`config.mk`:
```
export PLATFORM = sky130hd
export DESIGN_NAME = riscv32ima_mem_arbiter
export DESIGN_NICKNAME = d
export VERILOG_FILES = /design/src/rtl/riscv32ima_pkg.sv /design/src/rtl/riscv32ima_arb_pick.sv /design/src/rtl/riscv32ima_mem_arbiter.sv
export SDC_FILE = /design/constraint.sdc
export NUM_CORES = 1
export LEC_CHECK = 0
export ABC_AREA = 1
export BUFFER_PORTS_ARGS = -buffer_cell sky130_fd_sc_hd__buf_4
export CORE_AREA = 2 2 263 265
export CTS_BUF_LIST = sky130_fd_sc_hd__clkbuf_4 sky130_fd_sc_hd__clkbuf_8 sky130_fd_sc_hd__clkbuf_16
export CTS_CLUSTER_SIZE = 25
export DETAILED_ROUTE_END_ITERATION = 8
export DIE_AREA = 0 0 265 267
export PLACE_DENSITY = 0.3
export SYNTH_ARGS = -nofsm -noshare
export SYNTH_HDL_FRONTEND = slang
export SYNTH_SLANG_ARGS = --single-unit
```
`constraint.sdc`:
```
create_clock -name clk -period 1.2 [get_ports clk]
set_input_delay 0.06 -clock clk [delete_from_list [all_inputs] [get_ports clk]]
set_output_delay 0.06 -clock clk [all_outputs]
set_load 0.02 [all_outputs]
```
`src/rtl/riscv32ima_pkg.sv`:
```
// Shared definitions for the riscv32ima memory subsystem.
// Holds default bus widths, channel index typing and channel role constants
// used by the memory arbiter and its pick logic.
package riscv32ima_pkg;

   localparam int unsigned DEF_NUM_CH     = 2;
   localparam int unsigned DEF_ADDR_WIDTH = 32;
   localparam int unsigned DEF_DATA_WIDTH = 64;

   // Generic channel index, wide enough for any practical channel count
   localparam int unsigned CH_IDX_MAX_W = 8;
   typedef logic [CH_IDX_MAX_W-1:0] ch_idx_t;

   localparam ch_idx_t CH_FETCH = ch_idx_t'(0);
   localparam ch_idx_t CH_LSU   = ch_idx_t'(1);

   // Next channel index with wrap from n-1 back to 0
   function automatic int unsigned ch_wrap_inc(input int unsigned idx, input int unsigned n);
      return ((idx + 1) >= n) ? 0 : (idx + 1);
   endfunction

endpackage

```
`src/rtl/riscv32ima_arb_pick.sv`:
```
// Combinational channel picker.
// Scans the request vector starting at i_start, ascending with wrap, and
// returns the first requester as a one-hot grant plus its index. Tying
// i_start to 0 gives fixed priority (lowest index wins).
// Ports:
//   i_req    request vector, one bit per channel
//   i_start  first channel examined
//   o_gnt    one-hot grant (all zero when nobody requests)
//   o_idx    index of granted channel (0 when nobody requests)
module riscv32ima_arb_pick
   import riscv32ima_pkg::*;
#(
   parameter  int unsigned NUM_CH = DEF_NUM_CH,
   localparam int unsigned CH_W   = $clog2(NUM_CH)
)(
   input  logic [NUM_CH-1:0] i_req,
   input  logic [CH_W-1:0]   i_start,
   output logic [NUM_CH-1:0] o_gnt,
   output logic [CH_W-1:0]   o_idx
);

   int unsigned w_cand;
   logic        w_found;

   // Rotating first-match search
   always_comb begin
      o_gnt   = '0;
      o_idx   = '0;
      w_found = 1'b0;
      w_cand  = 0;
      for (int unsigned k = 0; k < NUM_CH; k++) begin
         w_cand = (32'(i_start) + k) % NUM_CH;
         if (!w_found && i_req[CH_W'(w_cand)]) begin
            w_found                = 1'b1;
            o_gnt[CH_W'(w_cand)]   = 1'b1;
            o_idx                  = CH_W'(w_cand);
         end
      end
   end

endmodule

```
`src/rtl/riscv32ima_mem_arbiter.sv`:
```
// N-channel memory arbiter merging core-side SRAM-style ports (fetch, LSU,
// optional debug/DMA) onto one downstream port.
// Build option: define RISCV32IMA_ARB_RR_EN for round-robin arbitration;
// otherwise fixed priority with channel 0 (fetch) highest.
// Ports:
//   clk, nrst                   clock, async active-low reset
//   s_ncs/s_nwe/s_addr/s_wdata/s_wmask   per-channel requests (slice i = channel i)
//   s_rdata/s_stall             per-channel read data return and stall
//   m_ncs/m_nwe/m_addr/m_wdata/m_wmask   downstream request (combinational from grant)
//   m_rdata/m_stall             downstream read data (1 cycle after accept) and stall
module riscv32ima_mem_arbiter
   import riscv32ima_pkg::*;
#(
   parameter  int unsigned NUM_CH     = DEF_NUM_CH,
   parameter  int unsigned ADDR_WIDTH = DEF_ADDR_WIDTH,
   parameter  int unsigned DATA_WIDTH = DEF_DATA_WIDTH,
   localparam int unsigned CH_W       = $clog2(NUM_CH)
)(
   input  logic                         clk,
   input  logic                         nrst,
   input  logic [NUM_CH-1:0]            s_ncs,
   input  logic [NUM_CH-1:0]            s_nwe,
   input  logic [NUM_CH*ADDR_WIDTH-1:0] s_addr,
   input  logic [NUM_CH*DATA_WIDTH-1:0] s_wdata,
   input  logic [NUM_CH*DATA_WIDTH-1:0] s_wmask,
   output logic [NUM_CH*DATA_WIDTH-1:0] s_rdata,
   output logic [NUM_CH-1:0]            s_stall,
   output logic                         m_ncs,
   output logic                         m_nwe,
   output logic [ADDR_WIDTH-1:0]        m_addr,
   output logic [DATA_WIDTH-1:0]        m_wdata,
   output logic [DATA_WIDTH-1:0]        m_wmask,
   input  logic [DATA_WIDTH-1:0]        m_rdata,
   input  logic                         m_stall
);

   logic [NUM_CH-1:0] w_req;
   logic [CH_W-1:0]   w_start;
   logic [NUM_CH-1:0] w_pick_gnt;
   logic [CH_W-1:0]   w_pick_idx;
   logic [NUM_CH-1:0] w_lock_oh;
   logic [NUM_CH-1:0] w_gnt_oh;
   logic [CH_W-1:0]   w_gnt_idx;
   logic              w_gnt_vld;
   logic              w_accept;

   logic              r_lock_vld;
   logic [CH_W-1:0]   r_lock_ch;
   logic              r_rd_vld;
   logic [CH_W-1:0]   r_rd_ch;

   assign w_req = ~s_ncs;

`ifdef RISCV32IMA_ARB_RR_EN
   logic [CH_W-1:0] r_rr_ptr;
   assign w_start = r_rr_ptr;
`else
   assign w_start = '0;
`endif

   riscv32ima_arb_pick #(
      .NUM_CH (NUM_CH)
   ) u_pick (
      .i_req   (w_req),
      .i_start (w_start),
      .o_gnt   (w_pick_gnt),
      .o_idx   (w_pick_idx)
   );

   // A locked channel keeps the grant regardless of other requesters
   always_comb begin
      w_lock_oh = '0;
      for (int unsigned i = 0; i < NUM_CH; i++)
         w_lock_oh[i] = (r_lock_ch == CH_W'(i));
      w_gnt_oh = r_lock_vld ? (w_lock_oh & w_req) : w_pick_gnt;
   end

   assign w_gnt_idx = r_lock_vld ? r_lock_ch : w_pick_idx;
   assign w_gnt_vld = |w_gnt_oh;
   assign w_accept  = w_gnt_vld & ~m_stall;

   // Downstream mux from the granted channel; idle values when nobody is granted
   always_comb begin
      m_ncs   = 1'b1;
      m_nwe   = 1'b1;
      m_addr  = '0;
      m_wdata = '0;
      m_wmask = '0;
      for (int unsigned i = 0; i < NUM_CH; i++) begin
         if (w_gnt_oh[i]) begin
            m_ncs   = 1'b0;
            m_nwe   = s_nwe[i];
            m_addr  = s_addr[i*ADDR_WIDTH +: ADDR_WIDTH];
            m_wdata = s_wdata[i*DATA_WIDTH +: DATA_WIDTH];
            m_wmask = s_wmask[i*DATA_WIDTH +: DATA_WIDTH];
         end
      end
   end

   // Requesters stall unless granted and the downstream is free
   assign s_stall = w_req & ~(w_gnt_oh & {NUM_CH{~m_stall}});

   // Read data routed only to the channel whose read was accepted last cycle
   always_comb begin
      s_rdata = '0;
      for (int unsigned i = 0; i < NUM_CH; i++) begin
         if (r_rd_vld && (r_rd_ch == CH_W'(i)))
            s_rdata[i*DATA_WIDTH +: DATA_WIDTH] = m_rdata;
      end
   end

   // Grant lock under stall and read-return tracking
   always_ff @(posedge clk or negedge nrst) begin
      if (!nrst) begin
         r_lock_vld <= 1'b0;
         r_lock_ch  <= '0;
         r_rd_vld   <= 1'b0;
         r_rd_ch    <= '0;
      end else begin
         r_lock_vld <= w_gnt_vld & m_stall;
         if (w_gnt_vld && m_stall)
            r_lock_ch <= w_gnt_idx;
         r_rd_vld <= w_accept & m_nwe;
         if (w_accept)
            r_rd_ch <= w_gnt_idx;
      end
   end

`ifdef RISCV32IMA_ARB_RR_EN
   // Round-robin pointer moves past each accepted channel
   always_ff @(posedge clk or negedge nrst) begin
      if (!nrst)
         r_rr_ptr <= '0;
      else if (w_accept)
         r_rr_ptr <= CH_W'(ch_wrap_inc(32'(w_gnt_idx), NUM_CH));
   end
`endif

endmodule

```
# == Word level (Yosys, flattened, before mapping) ==
# Index checks and enable logic that the tools add are counted.
# word_totals
ff_bits,4
inputBits,391
word_cells,39
# op_classes
n_mux,18
n_bitwise,11
reduce_logical,6
# ops
op,n
$mux 64,6
$mux 32,2
$mux 1,8
$and 2x2->2,3
$logic_and 1x1->1,4
$mux 2,2
$not 2->2,2
$and 1x1->1,3
$not 1->1,3
$reduce_or 2->1,1
$logic_not 1->1,1

# == Longest topological paths before layout ==
# logic_depth
word_depth,9
depth_mapped,7

# == By module ==
# A second synthesis with hierarchy kept.
# unflattened
hier_cells,775
area_unflattened_um2,3124.2
# modules_own_cells
module,instances,cells_per_inst,area_per_inst_um2,seq_area_each_um2
riscv32ima_mem_arbiter,1,770,3095.5,100.1
riscv32ima_arb_pick,1,5,28.8,0.0

# == Worst setup path before layout ==
# OpenSTA, ideal clock, no wires.
# synth_timing
path_type,register to output
start,register r_lock_vld
end,output m_addr[0]
t_arrival_ps,1156
required_time_ps,1140
slack_ps,-16
path_stages_with_launch,8
path_cell_list,dfrtp_1 nand2_1 nand2_1 inv_2 buf_4 buf_2 nand2_1 nand2_1
# synth_between
elab_chain_cells,3
# synth_lines
item,line_no,source
start: declaration,riscv32ima_mem_arbiter.sv:47,logic r_lock_vld;
start signal: assignment,riscv32ima_mem_arbiter.sv:120,r_lock_vld <= w_gnt_vld & m_stall;
$mux 2 (*),riscv32ima_mem_arbiter.sv:75,w_gnt_oh = r_lock_vld ? (w_lock_oh & w_req) : w_pick_gnt;
$mux 32,riscv32ima_mem_arbiter.sv:90,if (w_gnt_oh[i]) begin
$mux 32 (*),riscv32ima_mem_arbiter.sv:90,
end: declaration,riscv32ima_mem_arbiter.sv:30,"output logic [ADDR_WIDTH-1:0] m_addr,"
# Mark *: on every way between the ends. The rest lies on a longest branch, timed or not.

# == Worst setup path in the final report ==
# layout_timing
start,register r_lock_vld
end,output m_addr[1]
# Same word-level chain as after synthesis.

==> results.md <==
- Sequential Power Share: 2.7%
- IO Pins: 683
- Largest net degree at the start of global routing: 42
- Routed wire length per instance: 15.0 µm
- Nets: about 1900
- Syn avg cell area: 3.99 µm²
- Vias in the first global route: 7154
- Die area: 0.0708 mm²
- GRT met2 Usage: 16.7%
- CP max FO: 7
- 1st-pass router iterations: 4
- Startpoint Class: flip-flop
- Biggest area consumer among synthesized cells: nand2_1
- Top delay family on crit path: buffers and inverters
- Share of layout cells above drive strength 1: between 60% and 70%
- Setup ws final: -0.498 ns
- Area contributors post-synth: nand2_1 (62%), nor2_1 (16%), inv_1 (9.1%), buf_2 (3.8%), dfrtp_1 (3.3%)
- Buf+Inv Stages, Crit Path: 4
- DRT antenna net count: 0
- Total Routing Usage GR: 8.96%
- CTS Buffer Depth: 2
- Sw power: 2.99 mW
- Die height: between 200 and 300 µm
- Final Critical Period: 1.70 ns
- Reg-to-Reg End: r_rd_ch$_DFFE_PN0P_
- Port buffer count: 682
- Outcome: finished, violations left
- Met3 Resource Use GR: 2.41%
- Clock skew: 0.000704 ns
- Clock Latency Late Sink: 0.22 ns
- Peak VDD IR: 0.322 mV
- CTS tree: done
- H-tree levels: 1
- GR Overflow Total: 0
- DP HPWL: 28600 µm
- Worst Tran Pin Value: about 0.34 ns
- Synthesized Nets: around 1100
- Cell area after synthesis: 0.00301 mm²
- Most used cell, CP: nand2_2
- Worst R2R Path Depth: 7
- FF-to-FF Start: r_lock_vld$_DFF_PN0_
- Worst EP arrival: around 1.6 ns
- Clock transition at path regs: 0.03 ns
- Fmax achieved: 0.589 GHz
- Sw Share: 46.9%
- #FFs+latches synth: 4
- Slew HR: 77.3%
- Placed cells: 2316
- Synth Warn #: 0
- R2r setup slk: -0.06 ns
- Vias per inst: around 3.1
- First-pass GRT wire length: 46100 µm
- CP Data Required Time: 1.14 ns
- Hold EP: r_lock_vld$_DFF_PN0_
- RSZ-0062 raised after global routing: yes
- Global routing's busiest layer: met2
- Finish-stage setup viols: 296
- Cell Chain, Critical Path: nand2_2 > nand2_4 > clkinv_8 > bufbuf_16 > buf_8 > nand2_1 > nand2_2 > buf_6
- Crit path from: r_lock_vld$_DFF_PN0_
- Via count: 7289
- Fin. Hold Viols: 0
- Gate Count Post-Synth: 755
- Routed WL: roughly 35000 µm
- Initial core utilization: 4.43%
- Core Box Area: around 0.068 mm²
- Pleak: 6.52 nW
- Worst min path class: in2reg
- Fin crit share: 141%
- Final core occ: 16.7%
- Iter 0 DRT Violations: 220
- Die width: about 270 µm
- Synth top area share: 61.6%
- Global placer's final weighted congestion: ~0.89
- Number of antenna violations at the first check in global routing: 1
- CP Capture Type: primary output
- Seq/Total Area, Yosys: around 3.3%
- Hold_ws: 0.123 ns
- Clock sinks: 4
- Failing checks: setup timing
- TritonCTS buffer count: 3
- Combinational power share: 89.2%
- Total power: 6.37 mW
- # Max-Cap Violations: 0
- Number of core rows: 96
- Crit-path max cell delay: just over 0.4 ns
- Worst Hold Launch: m_stall
- Critical-path top delay cell: dfrtp_1
- Pwr/cell area: ~560 mW/mm²
- Setup CP Type: reg2out
- Int Power: 3.39 mW
- Met1 usage: a little under a tenth
- DR DRC count: 0
- Clk root buf: clkbuf_16
- Max-slew violation count: 0
- Final instance count without filler cells: 2344
- Post-synthesis cell type count: 13
- Syn-to-layout area delta: 276%
- Antenna cell count: 0
- Clock power frac: ~8.1%
- Hold Crit Depth: 3
## synthesized netlist by cell type (all sizes together)
cell    count
nand2     495
nor2      129
inv        74
buf        35
clkbuf     11
dfrtp       4
nand3       4
a21oi       2
or2         1
## worst max path at each step
stage | to | depth (start not counted)
final | m_addr[1] | 8
after global placement | m_wdata[1] | 8
after floorplan | m_addr[0] | 7
after CTS | m_wmask[3] | 8
after detailed placement | m_wdata[1] | 8
after global routing | m_wdata[31] | 9
## repair_timing
action                     4_1_cts  5_1_grt
buffers inserted                13        1
hold endpoints to repair         4        0
hold buffers                     1        0
pin swaps                       21       24
gates cloned                    10        2
setup endpoints to repair      295      296
resized for setup              180      152
## flip-flops by register name (all words and copies together) (netlist names)
signal,count
r_rd_vld,1
r_lock_ch,1
r_rd_ch,1
r_lock_vld,1
## layout by cell type, fill, tap and decap left out
cell,netlist,final
buf_4,12,606
nand2_1,494,296
nand2_2,1,149
nor2_1,129,129
buf_6,0,102
inv_1,73,72
nand2_4,0,49
buf_12,0,18
buf_16,0,12
buf_8,0,8
clkbuf_16,0,5
dfrtp_1,4,4
nand3_1,3,2
inv_2,1,1
nand3_4,0,1
nand3_2,1,1
nand2_8,0,1
clkinv_8,0,1
a21oi_1,2,1
a21oi_2,0,1
or2_2,1,1
bufbuf_16,0,1
dlygate4sd3_1,0,1
## per-layer routing
metal / vias up / wire length [µm] / part of all wire [%]
met5: - / 13 / 0.037
met4: 2 / 1640 / 4.7
met3: 54 / 3200 / 9.1
met2: 441 / 18000 / 51
met1: 3214 / 12300 / 35
li1: 3578 / - / -
## tightest hold or removal path: cells and delay by family
kind	cells	cell delay, ns
buf+inv	2	0.18
simple gates	1	0.07
## power by group through the flow
stage | combinational [mW] | clock [mW] | sequential, mW
finish | 5.69 | 0.518 | 0.171
global route | 6.05 | 0.538 | 0.172
CTS | 5.50 | 0.530 | 0.169
detailed placement | 4.76 | 0 | 0.167
global placement | 4.80 | 0 | 0.167
floorplan | 1.99 | 0 | 0.163
## metrics by stage
step                      TNS [ns]  setup WS (ns)  area, µm²
after floorplan                  0         0.0135       3190
after global placement      -41.84         -0.355       9660
after detailed placement    -40.06         -0.330       9660
after CTS                   -96.87         -0.503      10800
after global routing       -106.16         -0.562      11300
final                       -86.39         -0.498      11300
## area by class of cell
type	count	area [µm²]
fillers	7863	56700
clock buffers	3	75.1
multi-input cells	631	3160
inverters	74	290
repair buffers	750	6600
well taps	882	1100
flip-flops and latches	4	100
## kinds of logic (layout without fill, tap and decap cells)
group / Yosys count / after routing / share of synthesized area, %
and+or+nand+nor: 629 / 629 / 78.9
AOI/OAI and AO/OA: 2 / 2 / 0.333
DFF: 4 / 4 / 3.33
buffers and inverters: 120 / 827 / 17.4
(Power assumes the default switching activity.)
